===== config.mk =====
export PLATFORM = sky130hd
export DESIGN_NAME = parity_rx
export DESIGN_NICKNAME = d
export VERILOG_FILES = /design/src/rtl/parity_rx.sv
export SDC_FILE = /design/constraint.sdc
export NUM_CORES = 1
export LEC_CHECK = 0
export ABC_AREA = 1
export BUFFER_PORTS_ARGS = -buffer_cell sky130_fd_sc_hd__buf_2
export CAP_MARGIN = 20
export CORE_MARGIN = 2
export CORE_UTILIZATION = 40
export CTS_CLUSTER_DIAMETER = 100
export DETAILED_ROUTE_END_ITERATION = 8
export SLEW_MARGIN = 20
export SYNTH_ARGS = -nofsm -noshare
export SYNTH_HDL_FRONTEND = slang
export SYNTH_SLANG_ARGS = --single-unit

===== constraint.sdc =====
create_clock -name clk -period 2.06 [get_ports clk]
set_input_delay 0.412 -clock clk [delete_from_list [all_inputs] [get_ports clk]]
set_output_delay 0.412 -clock clk [all_outputs]
set_load 0.05 [all_outputs]

===== src/rtl/parity_rx.sv =====
// parity_rx: start/data/parity/stop serial receiver clocked by a bit_en strobe.
// Define PARITY_RX_ERR_CNT_EN to add a saturating error counter (cnt_clr, err_cnt).
module parity_rx #(
    parameter int DATA_W = 4
) (
    input  logic              clk,
    input  logic              rst_n,
    input  logic              bit_en,
    input  logic              rx_in,
`ifdef PARITY_RX_ERR_CNT_EN
    input  logic              cnt_clr,
    output logic [7:0]        err_cnt,
`endif
    output logic [DATA_W-1:0] data_out,
    output logic              valid,
    output logic              par_err,
    output logic              frm_err,
    output logic              busy
);
    localparam int CNT_W = $clog2(DATA_W + 1);
    typedef enum logic [1:0] {IDLE, DATA, PARITY, STOP} state_t;
    state_t              state_q, state_d;
    logic [CNT_W-1:0]    cnt_q, cnt_d;
    logic [DATA_W-1:0]   shift_q, shift_d, data_q, data_d;
    logic                par_rx_q, par_rx_d;
    logic                valid_q, valid_d, par_err_q, par_err_d, frm_err_q, frm_err_d;
    always_comb begin
        state_d   = state_q;
        cnt_d     = cnt_q;
        shift_d   = shift_q;
        par_rx_d  = par_rx_q;
        data_d    = data_q;
        par_err_d = par_err_q;
        valid_d   = 1'b0;
        frm_err_d = 1'b0;
        if (bit_en) begin
            case (state_q)
                IDLE: if (!rx_in) begin
                    state_d = DATA;
                    cnt_d   = '0;
                end
                DATA: begin
                    for (int i = 0; i < DATA_W; i++)
                        if (cnt_q == CNT_W'(i)) shift_d[i] = rx_in;
                    cnt_d = cnt_q + CNT_W'(1);
                    if (cnt_q == CNT_W'(DATA_W - 1)) state_d = PARITY;
                end
                PARITY: begin
                    par_rx_d = rx_in;
                    state_d  = STOP;
                end
                STOP: begin
                    state_d = IDLE;
                    if (rx_in) begin
                        data_d    = shift_q;
                        par_err_d = par_rx_q ^ (^shift_q);
                        valid_d   = 1'b1;
                    end else begin
                        frm_err_d = 1'b1;
                    end
                end
                default: state_d = IDLE;
            endcase
        end
    end
    always_ff @(posedge clk or negedge rst_n) begin
        if (!rst_n) begin
            state_q   <= IDLE;
            cnt_q     <= '0;
            shift_q   <= '0;
            par_rx_q  <= 1'b0;
            data_q    <= '0;
            par_err_q <= 1'b0;
            valid_q   <= 1'b0;
            frm_err_q <= 1'b0;
        end else begin
            state_q   <= state_d;
            cnt_q     <= cnt_d;
            shift_q   <= shift_d;
            par_rx_q  <= par_rx_d;
            data_q    <= data_d;
            par_err_q <= par_err_d;
            valid_q   <= valid_d;
            frm_err_q <= frm_err_d;
        end
    end
    assign data_out = data_q;
    assign valid    = valid_q;
    assign par_err  = par_err_q;
    assign frm_err  = frm_err_q;
    assign busy     = state_q != IDLE;
`ifdef PARITY_RX_ERR_CNT_EN
    logic [7:0] err_cnt_q, err_cnt_d;
    logic       err_inc;
    // counts the registered error pulses, so it lags them by one cycle
    always_comb begin
        err_inc   = (valid_q && par_err_q) || frm_err_q;
        err_cnt_d = cnt_clr ? 8'd0 : (err_inc && err_cnt_q != 8'hFF) ? err_cnt_q + 8'd1 : err_cnt_q;
    end
    always_ff @(posedge clk or negedge rst_n) begin
        if (!rst_n) err_cnt_q <= 8'd0;
        else        err_cnt_q <= err_cnt_d;
    end
    assign err_cnt = err_cnt_q;
`endif
endmodule

==> results.ini, run 1 <==
[global_routing]
grt_usage_pct = 14.1
grt_first_pass_wirelength_um = 2660
vias_in_the_first_global_route = 626
grt_start_max_net_pins = 18
grt_antenna_before_repair = 0
globalRoute.totalOverflow = 0

[clock_network]
cts_root_buf = sky130_fd_sc_hd__clkbuf_4
tritoncts = yes
clk-insertion-delay-late_ns = 0.29
cts-buffers-inserted = 3
h-tree-depth = 1
hold_buf_count_cts = 0
post_cts.repair.setup_buffers = 0
postCtsResizedCells = 0
clk_pin_slew_ns = 0.10
cts_max_path_buffers = 2
cts_sinks = 17

[final_layout]
layout-drive-gt1-share_pct = 17.7
flow.area_growth_from_synthesis_pct = 13.1
finalNetCount = 128
fin_cells = 141
area_of_the_multi_input_gates_um2 = 412
final_util_pct = 46.7
seqCellArea_um2 = 425
num_antenna_cells = 0
fillcell_total = 218

[timing]
post-route-min-period_ns = 1.75
fraction_of_the_cycle_the_final_worst_path_needs_pct = 85.2
rsz0062_at_grt = no
worst_slew_pin_slew_ns = 0.383
final_critical_path_setup_slack_ns = 0.306
final_hold_viol_count = 0
slew_violations = 0
fmax_mhz = 570
setup_violations = 0
slew_headroom_pct = 74.5
final_clock_skew_ns = 0.00515
finalSetupTns_ns = 0

[detailed_routing]
drtIter0Drc = 14
drt_drc_violations_left = 0
drtPass1Iterations = 4
drtAntennaViolNets = 0
wire_per_inst_um = 10.6
wirelength_routed_um = 1490
via_count = 665
post_drt_via_cell_ratio = 4.72

[synthesis]
synth_seq_cells = 17
post-synth-top-count-cell = sky130_fd_sc_hd__nand2_1
synth-seq-area-share_pct = 48.0
syn_nets = 112
yosys_most_used_dff = sky130_fd_sc_hd__dfrtp_1
area_fraction_of_the_dominant_cell_type_after_synthesis_pct = 48.0
postSynthAreaPerCell_um2 = 9.04
synth_cells = 98
post_syn_area_um2 = 886
synth-async-reset-ratio_pct = 100
synth.yosys.warnings = 0
synth-edff-count = 0
yosys.area.top_type = sky130_fd_sc_hd__dfrtp_1
ys_types = 18
ys_top_cells_by_count = sky130_fd_sc_hd__nand2_1, sky130_fd_sc_hd__dfrtp_1, sky130_fd_sc_hd__inv_1
synth.top_cells.by_area = sky130_fd_sc_hd__dfrtp_1, sky130_fd_sc_hd__ha_1, sky130_fd_sc_hd__nand2_1, sky130_fd_sc_hd__inv_1, sky130_fd_sc_hd__nand3_1

[critical_path]
data_arrival_time_at_the_worst_slack_endpoint_ns = 1.34
critical_path_peak_fanout = 4
worstRegToRegCells = 5
kind_of_end_point_of_the_critical_path = output pin
timing.critical_path.from_type = flip-flop
cp-endpoint = busy
timing.setup.critical_path_class = reg -> out
critical_path.startpoint = state_q[0]
rr_endpoint = cnt_q[0]
r2r_start = state_q[1]
reg2reg_slack_ns = 0.65
cp_data_required_time_ns = 1.65

[power_and_ir_drop]
max-vdd-ir-drop_uv = 734
leakage_uw = 0.000522
p_per_area_mw_per_mm2 = 1530
finalPower_uw = 1530

[floorplanning]
floorplan.io_pins = 12
core.rowCount = 17
dieHeight_um = 51.1
die_area_mm2 = 0.00261
core_area_mm2 = 0.00215
initial_core_util_pct = 41.2
die_width_um = 51.1

[min_path]
timing.hold.worst.class = in -> async

[placed_design]
placement.setup.worst_slack_ns = 0.631
place_inst = 137
dp_hpwl_um = 1150
port_buffers = 11
place.gp.congestion = 0.698

[run]
drv.max_cap_violation_count = 0

[status]
run_status = finished, final reports clean

[metrics by stage]
| stage | area [um2] | hold slack [ns] |
|---|---|---|
| 6_report | 1000 | 0.0227 |
| 5_1_grt | 1000 | 0.0414 |
| 4_1_cts | 1000 | 0.0303 |
| 3_5_place_dp | 976 | 0.357 |
| 3_3_place_gp | 976 | 0.357 |
| 2_1_floorplan | 886 | 0.116 |
[routing by layer]
metal | routed length, um | vias to the layer above | global-route usage [%]
met5 | 0 | - | 0
met4 | 32 | 0 | 9.46
met3 | 49 | 4 | 3.51
met2 | 667 | 10 | 22.3
met1 | 744 | 298 | 16.8
li1 | - | 353 | -
[area by class of cell]
type                            count  share of cell area (%)
Multi-Input combinational cell     68                    41.1
Timing Repair Buffer               11                    5.49
Inverter                           13                    4.87
Sequential cell                    17                    42.4
Tap cell                           28                    3.50
Clock buffer                        4                    2.62
[state kept, by name, indices dropped and copies added (netlist names)]
| signal | cells |
|---|---|
| shift_q | 4 |
| state_q | 2 |
| cnt_q | 3 |
| par_rx_q | 1 |
| par_err | 1 |
| data_out | 4 |
| valid | 1 |
| frm_err | 1 |
[critical path: stages, from the launching register on]
cell	delay (ns)
sky130_fd_sc_hd__dfrtp_1	0.41
sky130_fd_sc_hd__inv_1	0.10
sky130_fd_sc_hd__ha_1	0.22
sky130_fd_sc_hd__inv_1	0.07
sky130_fd_sc_hd__buf_2	0.26
[kinds of logic after synthesis]
family | count (synthesis) | share of synthesized area, %
buf+inv | 13 | 5.51
xor+xnor | 2 | 1.98
compound gates | 18 | 11.3
simple gates | 38 | 19.1
flops | 17 | 48.0
fa+ha+maj | 10 | 14.1
[report_power, final]
group          switching, uW  total (uW)  internal, uW
Clock                    104         179          75.3
Combinational            527         770           243
Sequential               112         583           471
[worst min-delay path by stage]
stage               cells after the start          end  startpoint  slack (ns)
global placement                        1  data_out[2]       rst_n        0.36
finish                                  1  data_out[2]       rst_n        0.02
floorplan                               0     cnt_q[0]       rst_n        0.12
global route                            1  data_out[2]       rst_n        0.04
detailed placement                      1  data_out[3]       rst_n        0.36
CTS                                     1  data_out[3]       rst_n        0.03
[cell usage in the layout (no fill, tap or decap)]
cell and instances:
sky130_fd_sc_hd__xnor2_1 1, sky130_fd_sc_hd__nand2_1 24, sky130_fd_sc_hd__nand3_2 1, sky130_fd_sc_hd__nand3_1 8, sky130_fd_sc_hd__clkbuf_1 1, sky130_fd_sc_hd__nand2_2 1, sky130_fd_sc_hd__o21ai_0 5, sky130_fd_sc_hd__buf_2 11
sky130_fd_sc_hd__nor2_1 3, sky130_fd_sc_hd__a21oi_1 6, sky130_fd_sc_hd__o21ai_2 1, sky130_fd_sc_hd__o21ai_1 1, sky130_fd_sc_hd__xor2_1 1, sky130_fd_sc_hd__inv_2 2, sky130_fd_sc_hd__a31oi_1 4, sky130_fd_sc_hd__clkbuf_4 3
sky130_fd_sc_hd__inv_1 11, sky130_fd_sc_hd__dfrtp_1 17, sky130_fd_sc_hd__o22ai_1 1, sky130_fd_sc_hd__ha_1 10, sky130_fd_sc_hd__nor2_4 1
Power figures use the tool's default switching activity.
==> run 2, diff against run 1 <==
CAP_MARGIN = default   (was 20)
CORE_UTILIZATION = 45   (was 40)
GPL_TIMING_DRIVEN = 0   (was default)
==> results.ini, run 2 (synthesis results as in run 1) <==
[power_and_ir_drop]
leakage_uw = 0.000522
power_frac_seq_pct = 38.4
p_per_area_mw_per_mm2 = 1520
finalPower_uw = 1520
switchingPower_uw = 736
comb_power_share_pct = 50.0
max-vdd-ir-drop_uv = 675
p_int_uw = 787
power.clock.fraction_pct = 11.6
switching_share_pct = 48.3

[detailed_routing]
wirelength_routed_um = 1440
post_drt_via_cell_ratio = 4.81
drtIter0Drc = 15
drt_drc_violations_left = 0
drtPass1Iterations = 4
wire_per_inst_um = 10.3
drtAntennaViolNets = 0
via_count = 673

[global_routing]
globalRoute.busiestLayer = met2
globalRoute.totalOverflow = 0
grt.met1_usage_pct = 16.5
grt_start_max_net_pins = 18
grt_usage_pct = 14.0
grt_use_met2_pct = 24.5
grt_first_pass_wirelength_um = 2540
grt_use_met3_pct = 4.94
grt_antenna_before_repair = 0
vias_in_the_first_global_route = 608

[timing]
post-route-min-period_ns = 1.75
fraction_of_the_cycle_the_final_worst_path_needs_pct = 85.2
finalSetupTns_ns = 0
final_clock_skew_ns = 0.00407
final_hold_viol_count = 0
slew_violations = 0
worst_slew_pin_slew_ns = 0.380
rsz0062_at_grt = no
fin_hold_ws_ns = 0.0259
setup_violations = 0
slew_headroom_pct = 74.7
fmax_mhz = 570

[critical_path]
path_delay_family = buffers and inverters
kind_of_end_point_of_the_critical_path = output pin
critical_path.most_common_cell = sky130_fd_sc_hd__inv_1
data_arrival_time_at_the_worst_slack_endpoint_ns = 1.34
worstPathBufferInverterCount = 3
timing.critical_path.from_type = flip-flop
timing.setup.critical_path_class = reg -> out
reg2reg_slack_ns = 0.66
delay_of_the_slowest_cell_on_the_worst_path_ns = 0.42
cp_data_required_time_ns = 1.65
timing.critical_path.cells = inv_1 > ha_1 > inv_1 > buf_2
cpMaxStageDelayCell = sky130_fd_sc_hd__dfrtp_1
critical_path_peak_fanout = 4

[floorplanning]
core.rowCount = 16
die_area_mm2 = 0.00234
die_width_um = 48.4
core_area_mm2 = 0.00190
initial_core_util_pct = 46.6
floorplan.io_pins = 12
dieHeight_um = 48.4

[final_layout]
num_antenna_cells = 0
finalNetCount = 128
layout_common_cells = sky130_fd_sc_hd__nand2_1, sky130_fd_sc_hd__dfrtp_1, sky130_fd_sc_hd__inv_1, sky130_fd_sc_hd__buf_2, sky130_fd_sc_hd__ha_1
layout-drive-gt1-share_pct = 17.7
flow.area_growth_from_synthesis_pct = 13.0
fillcell_total = 199
final_common_cell = sky130_fd_sc_hd__nand2_1

[clock_network]
clk_pin_slew_ns = 0.10
h-tree-depth = 1
cts_max_path_buffers = 2
tritoncts = yes
cts_root_buf = sky130_fd_sc_hd__clkbuf_4
cts-buffers-inserted = 3
hold_buf_count_cts = 0
post_cts.repair.setup_buffers = 0
clk-insertion-delay-late_ns = 0.29
postCtsResizedCells = 0
cts_sinks = 17

[placed_design]
dp_hpwl_um = 1080
port_buffers = 11
place.gp.congestion = 0.722

[run]
drv.max_cap_violation_count = 0

[status]
run_status = finished, final reports clean

[min_path]
timing.hold.worst.class = in -> async

-- run 2: cell counts in the layout (fill, tap and decap cells not counted) --
No cell type changed its count.
-- run 2: routing by layer --
layer	vias up	wire [um]
met3	0	75
li1	351	-
met5	-	0
met4	0	0
met1	306	664
met2	16	702
-- run 2: worst paths after layout --
check,start,to,depth (start not counted)
worst max-delay path,state_q[0],busy,4
worst min-delay path,rst_n,frm_err,1
worst max register to register,state_q[1],shift_q[1],6
worst min register to register,data_out[0],data_out[0],2
max in group asynchronous,rst_n,shift_q[1],1
min in group clk,rx_in,frm_err,2
-- run 2: power groups by stage --
stage	sequential, uW	clock [uW]	combinational (uW)
2_1_floorplan	753	0	439
6_report	585	177	762
3_5_place_dp	595	0	764
3_3_place_gp	587	0	750
4_1_cts	588	184	772
5_1_grt	609	198	854
-- run 2: cell type report --
| cell class | instances | area [um2] | share of cell area, % |
|---|---|---|---|
| Clock buffer | 4 | 26.3 | 2.63 |
| Sequential cell | 17 | 425 | 42.5 |
| Timing Repair Buffer | 11 | 55.1 | 5.50 |
| Tap cell | 27 | 33.8 | 3.38 |
| Inverter | 13 | 48.8 | 4.87 |
| Multi-Input combinational cell | 68 | 412 | 41.1 |
-- run 2: through the flow --
stage	util (%)	worst slack [ns]	cells	instance area, um2
2_1_floorplan	-	0.679	98	886
3_3_place_gp	51.2	0.638	136	975
3_5_place_dp	51.2	0.623	136	975
4_1_cts	52.6	0.291	140	1000
5_1_grt	52.6	0.207	140	1000
6_report	52.6	0.305	140	1000
==> run 3, diff against run 2 <==
BUFFER_PORTS_ARGS = default   (was -buffer_cell sky130_fd_sc_hd__buf_2)
CORE_UTILIZATION = 35   (was 45)
DONT_BUFFER_PORTS = 1   (was default)
==> results.ini, run 3 (synthesis results as in run 1) <==
[detailed_routing]
drtPass1Iterations = 4
post_drt_via_cell_ratio = 4.90
via_count = 652
drtAntennaViolNets = 0
wire_per_inst_um = 11.1
drtIter0Drc = 14
wirelength_routed_um = 1480
drt_drc_violations_left = 0

[clock_network]
post_cts.repair.setup_buffers = 0
cts_sinks = 17
cts_max_path_buffers = 2
h-tree-depth = 1
cts-buffers-inserted = 3
tritoncts = yes
clk_pin_slew_ns = 0.10
postCtsResizedCells = 0
cts_root_buf = sky130_fd_sc_hd__clkbuf_4
clk-insertion-delay-late_ns = 0.30

[critical_path]
timing.critical_path.cells = inv_1 > ha_1 > inv_1
critical_path_peak_fanout = 4
timing.critical_path.from_type = flip-flop
data_arrival_time_at_the_worst_slack_endpoint_ns = 1.38
delay_of_the_slowest_cell_on_the_worst_path_ns = 0.41
critical_path.most_common_cell = sky130_fd_sc_hd__inv_1
kind_of_end_point_of_the_critical_path = output pin
timing.setup.critical_path_class = reg -> out
cpMaxStageDelayCell = sky130_fd_sc_hd__dfrtp_1
cp_data_required_time_ns = 1.65

[power_and_ir_drop]
p_per_area_mw_per_mm2 = 1530
leakage_uw = 0.000479
max-vdd-ir-drop_uv = 761

[timing]
worst_slew_pin_slew_ns = 0.756
rsz0062_at_grt = no
final_hold_viol_count = 0
fmax_mhz = 557
post-route-min-period_ns = 1.79
slew_violations = 0
finalSetupTns_ns = 0
setup_violations = 0
final_clock_skew_ns = 0.00137
fraction_of_the_cycle_the_final_worst_path_needs_pct = 87.1
slew_headroom_pct = 49.4

[floorplanning]
floorplan.io_pins = 12
die_area_mm2 = 0.00295
core.rowCount = 18
die_width_um = 54.3
dieHeight_um = 54.3
core_area_mm2 = 0.00243
initial_core_util_pct = 36.4

[final_layout]
final_common_cell = sky130_fd_sc_hd__nand2_1
finalNetCount = 118
fillcell_total = 252
layout_common_cells = sky130_fd_sc_hd__nand2_1, sky130_fd_sc_hd__dfrtp_1, sky130_fd_sc_hd__inv_1
layout-drive-gt1-share_pct = 9.71
num_antenna_cells = 0
final_util_pct = 39.5
flow.area_growth_from_synthesis_pct = 8.47

[global_routing]
grt_start_max_net_pins = 18
grt_antenna_before_repair = 0
globalRoute.totalOverflow = 0
vias_in_the_first_global_route = 595
grt_usage_pct = 12.3
grt_first_pass_wirelength_um = 2480

[placed_design]
dp_hpwl_um = 1080
place.gp.congestion = 0.756
port_buffers = 0

[run]
drv.max_cap_violation_count = 0

[status]
run_status = finished, final reports clean

[min_path]
timing.hold.worst.class = in -> reg

-- run 3: final timing paths --
path,start,endpoint,slack (ns),cells after the start
min reg2reg,shift_q[3],shift_q[3],0.56,2
max,state_q[0],busy,0.27,3
min in group asynchronous,rst_n,state_q[0],0.61,1
min,rx_in,frm_err,0.16,1
max reg2reg,state_q[0],cnt_q[0],0.53,5
max in group asynchronous,rst_n,shift_q[0],0.98,1
-- run 3: cell type report --
class | instances | area, um2 | area share [%]
repair buffers | 1 | 10.0 | 1.04
clock inverters | 1 | 5.00 | 0.521
inverters | 13 | 48.8 | 5.08
flip-flops and latches | 17 | 425 | 44.3
multi-input cells | 68 | 412 | 42.8
well taps | 30 | 37.5 | 3.91
clock buffers | 3 | 22.5 | 2.34
-- run 3: through the flow --
stage / hold WS [ns] / setup slack, ns / cell area, um2 / cells / total power (uW)
2_1_floorplan: 0.116 / 0.679 / 886 / 98 / 1190
3_3_place_gp: 0.117 / 0.570 / 923 / 128 / 1270
3_5_place_dp: 0.117 / 0.524 / 923 / 128 / 1290
4_1_cts: 0.150 / 0.239 / 961 / 133 / 1490
5_1_grt: 0.131 / 0.144 / 961 / 133 / 1620
6_report: 0.161 / 0.265 / 961 / 133 / 1470
-- run 3: report_power, final --
part / internal (uW) / switching (uW)
combinational: 201 / 315
clock: 72.4 / 115
sequential: 468 / 303
total: 741 / 733
-- run 3: routing by layer --
| layer | up-vias | global-route usage [%] | wire [um] |
|---|---|---|---|
| li1 | 331 | - | - |
| met5 | - | 0 | 0 |
| met1 | 304 | 12.1 | 651 |
| met2 | 15 | 21.7 | 715 |
| met4 | 0 | 5.00 | 14 |
| met3 | 2 | 6.28 | 94 |
-- run 3: timing repair --
| item | in CTS | in global routing |
|---|---|---|
| hold endpoints to repair | 17 | 0 |
| setup endpoints to repair | 0 | 0 |
| hold buffers | 1 | 0 |
-- run 3: worst max-delay path, delay by kind of cell (launching register included) --
kind,cells,cell delay (ns)
DFF,1,0.41
adders and majority gates,1,0.22
buffers and inverters,2,0.45
